**config.mk**
```make
export PLATFORM = sky130hd
export DESIGN_NAME = adder_seq
export DESIGN_NICKNAME = d
export VERILOG_FILES = /design/src/rtl/adder_seq.sv
export SDC_FILE = /design/constraint.sdc
export NUM_CORES = 1
export LEC_CHECK = 0
export ABC_AREA = 1
export BUFFER_PORTS_ARGS = -buffer_cell sky130_fd_sc_hd__buf_2
export CORE_MARGIN = 4
export CORE_UTILIZATION = 52
export DETAILED_ROUTE_END_ITERATION = 7
export PLACE_DENSITY = 0.79
export SLEW_MARGIN = 20
export SYNTH_ARGS = -nofsm -noshare
export SYNTH_HDL_FRONTEND = slang
export SYNTH_SLANG_ARGS = --single-unit
```
**constraint.sdc**
```tcl
create_clock -name i_clk -period 8.2 [get_ports i_clk]
set_input_delay 1.23 -clock i_clk [delete_from_list [all_inputs] [get_ports i_clk]]
set_output_delay 1.23 -clock i_clk [all_outputs]
set_load 0.05 [all_outputs]
```
**src/rtl/adder_seq.sv**
```systemverilog
// Multi-cycle ripple adder: adds one BW_CHUNK-bit slice per clock, LSB first,
// with valid/ready handshakes on the operand and result sides.
module adder_seq #(
  parameter int unsigned BW_DATA  = 32,
  parameter int unsigned BW_CHUNK = 8
) (
  input  logic               i_clk,
  input  logic               i_rst,
  input  logic               i_valid,
  output logic               o_ready,
  input  logic [BW_DATA-1:0] i_a,
  input  logic [BW_DATA-1:0] i_b,
  input  logic               i_cin,
  output logic               o_valid,
  input  logic               i_ready,
  output logic [BW_DATA-1:0] o_sum,
  output logic               o_cout,
  output logic               o_ovf
);

  localparam int unsigned N_CHUNK = BW_DATA / BW_CHUNK;
  localparam int unsigned IDX_W   = (N_CHUNK > 1) ? $clog2(N_CHUNK) : 1;
  localparam logic [IDX_W-1:0] LAST_IDX = IDX_W'(N_CHUNK - 1);

  localparam logic [1:0] S_IDLE = 2'd0;
  localparam logic [1:0] S_CALC = 2'd1;
  localparam logic [1:0] S_DONE = 2'd2;

  if ((BW_DATA % BW_CHUNK) != 0) begin : g_bad_cfg
    $error("adder_seq: BW_DATA must be a multiple of BW_CHUNK");
  end

  logic [1:0]         state_q, state_d;
  logic [BW_DATA-1:0] a_q, a_d;
  logic [BW_DATA-1:0] b_q, b_d;
  logic [BW_DATA-1:0] acc_q, acc_d;
  logic [BW_DATA-1:0] sum_q, sum_d;
  logic [IDX_W-1:0]   idx_q, idx_d;
  logic               carry_q, carry_d;
  logic               cout_q, cout_d;
  logic               ovf_q, ovf_d;
  logic               valid_q, valid_d;
  logic               ready_q, ready_d;

  logic [BW_CHUNK:0]  slice_c;
  logic [BW_DATA-1:0] acc_next_c;

  // Operands shift right each CALC cycle, so the active slice is always the low chunk
  // and on the last cycle its top bit is the operand MSB.
  always_comb begin
    slice_c    = {1'b0, a_q[BW_CHUNK-1:0]} + {1'b0, b_q[BW_CHUNK-1:0]}
               + (BW_CHUNK+1)'(carry_q);
    acc_next_c = (acc_q >> BW_CHUNK)
               | (BW_DATA'(slice_c[BW_CHUNK-1:0]) << (BW_DATA - BW_CHUNK));
  end

  always_comb begin
    state_d = state_q;
    a_d     = a_q;
    b_d     = b_q;
    acc_d   = acc_q;
    sum_d   = sum_q;
    idx_d   = idx_q;
    carry_d = carry_q;
    cout_d  = cout_q;
    ovf_d   = ovf_q;
    valid_d = valid_q;

    case (state_q)
      S_IDLE: begin
        if (i_valid) begin
          a_d     = i_a;
          b_d     = i_b;
          carry_d = i_cin;
          idx_d   = '0;
          state_d = S_CALC;
        end
      end
      S_CALC: begin
        acc_d   = acc_next_c;
        a_d     = a_q >> BW_CHUNK;
        b_d     = b_q >> BW_CHUNK;
        carry_d = slice_c[BW_CHUNK];
        idx_d   = idx_q + IDX_W'(1);
        if (idx_q == LAST_IDX) begin
          sum_d   = acc_next_c;
          cout_d  = slice_c[BW_CHUNK];
          ovf_d   = (a_q[BW_CHUNK-1] == b_q[BW_CHUNK-1])
                 && (slice_c[BW_CHUNK-1] != a_q[BW_CHUNK-1]);
          valid_d = 1'b1;
          state_d = S_DONE;
        end
      end
      S_DONE: begin
        if (i_ready) begin
          valid_d = 1'b0;
          state_d = S_IDLE;
        end
      end
      default: begin
        valid_d = 1'b0;
        state_d = S_IDLE;
      end
    endcase

    ready_d = (state_d == S_IDLE);
  end

  always_ff @(posedge i_clk or posedge i_rst) begin
    if (i_rst) begin
      state_q <= S_IDLE;
      a_q     <= '0;
      b_q     <= '0;
      acc_q   <= '0;
      sum_q   <= '0;
      idx_q   <= '0;
      carry_q <= 1'b0;
      cout_q  <= 1'b0;
      ovf_q   <= 1'b0;
      valid_q <= 1'b0;
      ready_q <= 1'b1;
    end else begin
      state_q <= state_d;
      a_q     <= a_d;
      b_q     <= b_d;
      acc_q   <= acc_d;
      sum_q   <= sum_d;
      idx_q   <= idx_d;
      carry_q <= carry_d;
      cout_q  <= cout_d;
      ovf_q   <= ovf_d;
      valid_q <= valid_d;
      ready_q <= ready_d;
    end
  end

  assign o_ready = ready_q;
  assign o_valid = valid_q;
  assign o_sum   = sum_q;
  assign o_cout  = cout_q;
  assign o_ovf   = ovf_q;

endmodule
```
==> impl_metrics.json <==
{
  "drtIter0Drc": 339,
  "synth.top_cells.by_area": "dfrtp_1, nand2_1, o21ai_0, a21oi_1, nor2_1",
  "post_cts_buffers": 0,
  "overflow": 0,
  "path_class": "register to register",
  "initial_core_util": 0.540,
  "period_minus_slack_ns": 2.59,
  "grt_max_degree": 93,
  "fin_nets": 819,
  "maxCapViolations": 0,
  "fin_skew_ns": 0.00677,
  "cts.sinks": 129,
  "synth.cell_area_um2": 5620,
  "synth.yosys.seq_area_share": 0.574,
  "cts_tree": "done",
  "clock.fmax_mhz": 387,
  "p_leak_nw": 3.48,
  "instances_no_fill": 888,
  "dp_cells": 857,
  "die_x_um": 112,
  "fin_crit_sh": 0.315,
  "dieHeight_um": 112,
  "crit_fanout": 92,
  "finalMaxSlewViolations": 0,
  "drc": 0,
  "vias": 4620,
  "final_cell_mix": "nand2_1, dfrtp_1, buf_2",
  "syn-num-nets": 730,
  "dr.pass1.iters": 5,
  "ir_drop_mv": 0.320,
  "numCtsBuffers": 17,
  "syn_avg_cell_area_um2": 8.64,
  "min_path_type": "register to register",
  "core-area_um2": 10400,
  "arrival_ns": 2.96,
  "wl_um": 12700,
  "rsz0062_at_grt": "false",
  "synth_cells": 651,
  "synth-seq-cells": 129,
  "p_per_area_nw_per_um2": 510,
  "fillers": 862,
  "yosys.area.top_type": "dfrtp_1",
  "io_pins": 105,
  "grt_pass1_vias": 4783,
  "postLayoutCoreUtil": 0.649,
  "row_count": 37,
  "grt_usage": 0.213,
  "diodes": 0,
  "setup_tns_ns": 0,
  "final_common_cell": "nand2_1",
  "end_kind": "register",
  "drive_above_1_share": 0.193,
  "area_growth_pct": 20.2,
  "dieArea_um2": 12500,
  "ctsRootBufferMaster": "clkbuf_8",
  "gp_congestion": 0.861,
  "antenna_found_initial": 0,
  "cts_resized": 0,
  "clk-insertion-delay-late_ns": 0.52,
  "tightest_slew_ns": 0.825,
  "synth_top_area_frac": 0.570,
  "port_buffers": 104,
  "status": "complete, no violations",
  "setup_viol": 0,
  "routedWlPerCell_um": 14.3,
  "ant_nets": 0,
  "grt_pass1_wl_um": 21800,
  "slew_headroom": 0.450,
  "final_hold_viol_count": 0,
  "startpoint_type": "register",
  "yosys.cell_types.count": 24,
  "cts_max_level": 4,
  "viasPerCell": 5.20,
  "synth-warning-count": 0,
  "place_hpwl_um": 8120,
  "cts.clk_slew.worst_paths_ns": 0.06,
  "clk_path_buf_depth": 2,
  "required_ns": 8.58,
  "hold_buffers": 0
}
-- worst paths after layout --
path                                      start              endpoint  slack (ns)  cells after the start
min                        acc_q[8]$_DFFE_PP0P_  o_sum[0]$_DFFE_PP0P_        0.47                      2
max                        state_q[0]$_DFF_PP0_    b_q[1]$_DFFE_PP0P_        5.61                      8
max in group asynchronous                 i_rst     o_ovf$_DFFE_PP0P_        6.28                      3
max reg2reg                state_q[0]$_DFF_PP0_    b_q[1]$_DFFE_PP0P_        5.61                      8
min reg2reg                acc_q[8]$_DFFE_PP0P_  o_sum[0]$_DFFE_PP0P_        0.47                      2
min in group asynchronous                 i_rst  state_q[0]$_DFF_PP0_        0.74                      2
-- critical path, stage by stage (launching register included) --
cell and delay (ns):
dfrtp_1 0.38, inv_2 0.10, nor2_4 0.03, buf_4 0.36, inv_2 0.10, buf_4 0.62, nand2_4 0.46, o21ai_1 0.24
o22ai_1 0.10
-- synth_stat cells --
library cell / instances
xor2_1: 1
inv_1: 38
buf_2: 20
a2bb2oi_1: 1
clkinv_1: 1
clkbuf_1: 6
dfrtp_1: 128
nor2_4: 1
o22ai_1: 3
nand4_1: 1
dfstp_2: 1
nand2_4: 1
o21ai_1: 3
nand2_1: 199
buf_4: 12
o21ai_0: 86
nor2_1: 54
nand3_1: 30
ha_1: 8
fa_1: 2
a21oi_1: 50
nand3_2: 1
xnor2_1: 2
inv_2: 2
-- through the flow --
step	power (mW)	setup WS [ns]	area, um2	hold slack (ns)
2_1_floorplan	2.34	3.53	5620	0.442
3_3_place_gp	2.59	4.84	6130	0.453
3_5_place_dp	2.66	4.76	6130	0.465
4_1_cts	3.47	5.29	6750	0.476
5_1_grt	3.73	5.40	6760	0.503
6_report	3.45	5.61	6760	0.473
-- report_power, final --
group	leakage, nW	switching (mW)	total, mW	internal (mW)
Sequential	1.61	0.170	1.13	0.956
Clock	0.283	0.277	0.779	0.501
Combinational	1.59	1.09	1.54	0.450
Total	3.48	1.54	3.45	1.91
-- logic make-up (layout without fill, tap and decap cells) --
kind of cell	count (synthesis)	in the layout	synth area share
AO/OA/AOI/OAI	143	143	0.129
buffers and inverters	79	180	0.0652
AND/OR/NAND/NOR	287	287	0.202
flip-flops	129	129	0.574
XOR/XNOR	3	3	0.00467
adder cells (fa/ha/maj)	10	10	0.0249
-- state kept, by name, indices dropped and copies added (netlist names) --
signal	count
a_q	32
b_q	32
o_sum	32
acc_q	24
idx_q	2
state_q	2
carry_q	1
o_cout	1
o_ovf	1
o_ready	1
o_valid	1
-- per-layer routing --
| layer | GRT usage | vias to the layer above | share of wire |
|---|---|---|---|
| li1 | - | 2283 | - |
| met1 | 0.277 | 2150 | 0.42 |
| met2 | 0.343 | 164 | 0.49 |
| met3 | 0.0592 | 23 | 0.071 |
| met4 | 0.0841 | 0 | 0.020 |
| met5 | 0 | - | 0 |
-- cell type report --
cell class / instances / area (um2) / share of cell area
Timing Repair Buffer: 108 / 554 / 0.0820
Clock inverter: 12 / 184 / 0.0272
Sequential cell: 129 / 3230 / 0.478
Tap cell: 136 / 170 / 0.0252
Inverter: 41 / 156 / 0.0231
Clock buffer: 19 / 432 / 0.0638
Multi-Input combinational cell: 443 / 2040 / 0.301
Note: power is estimated with default switching activity, not from simulation.
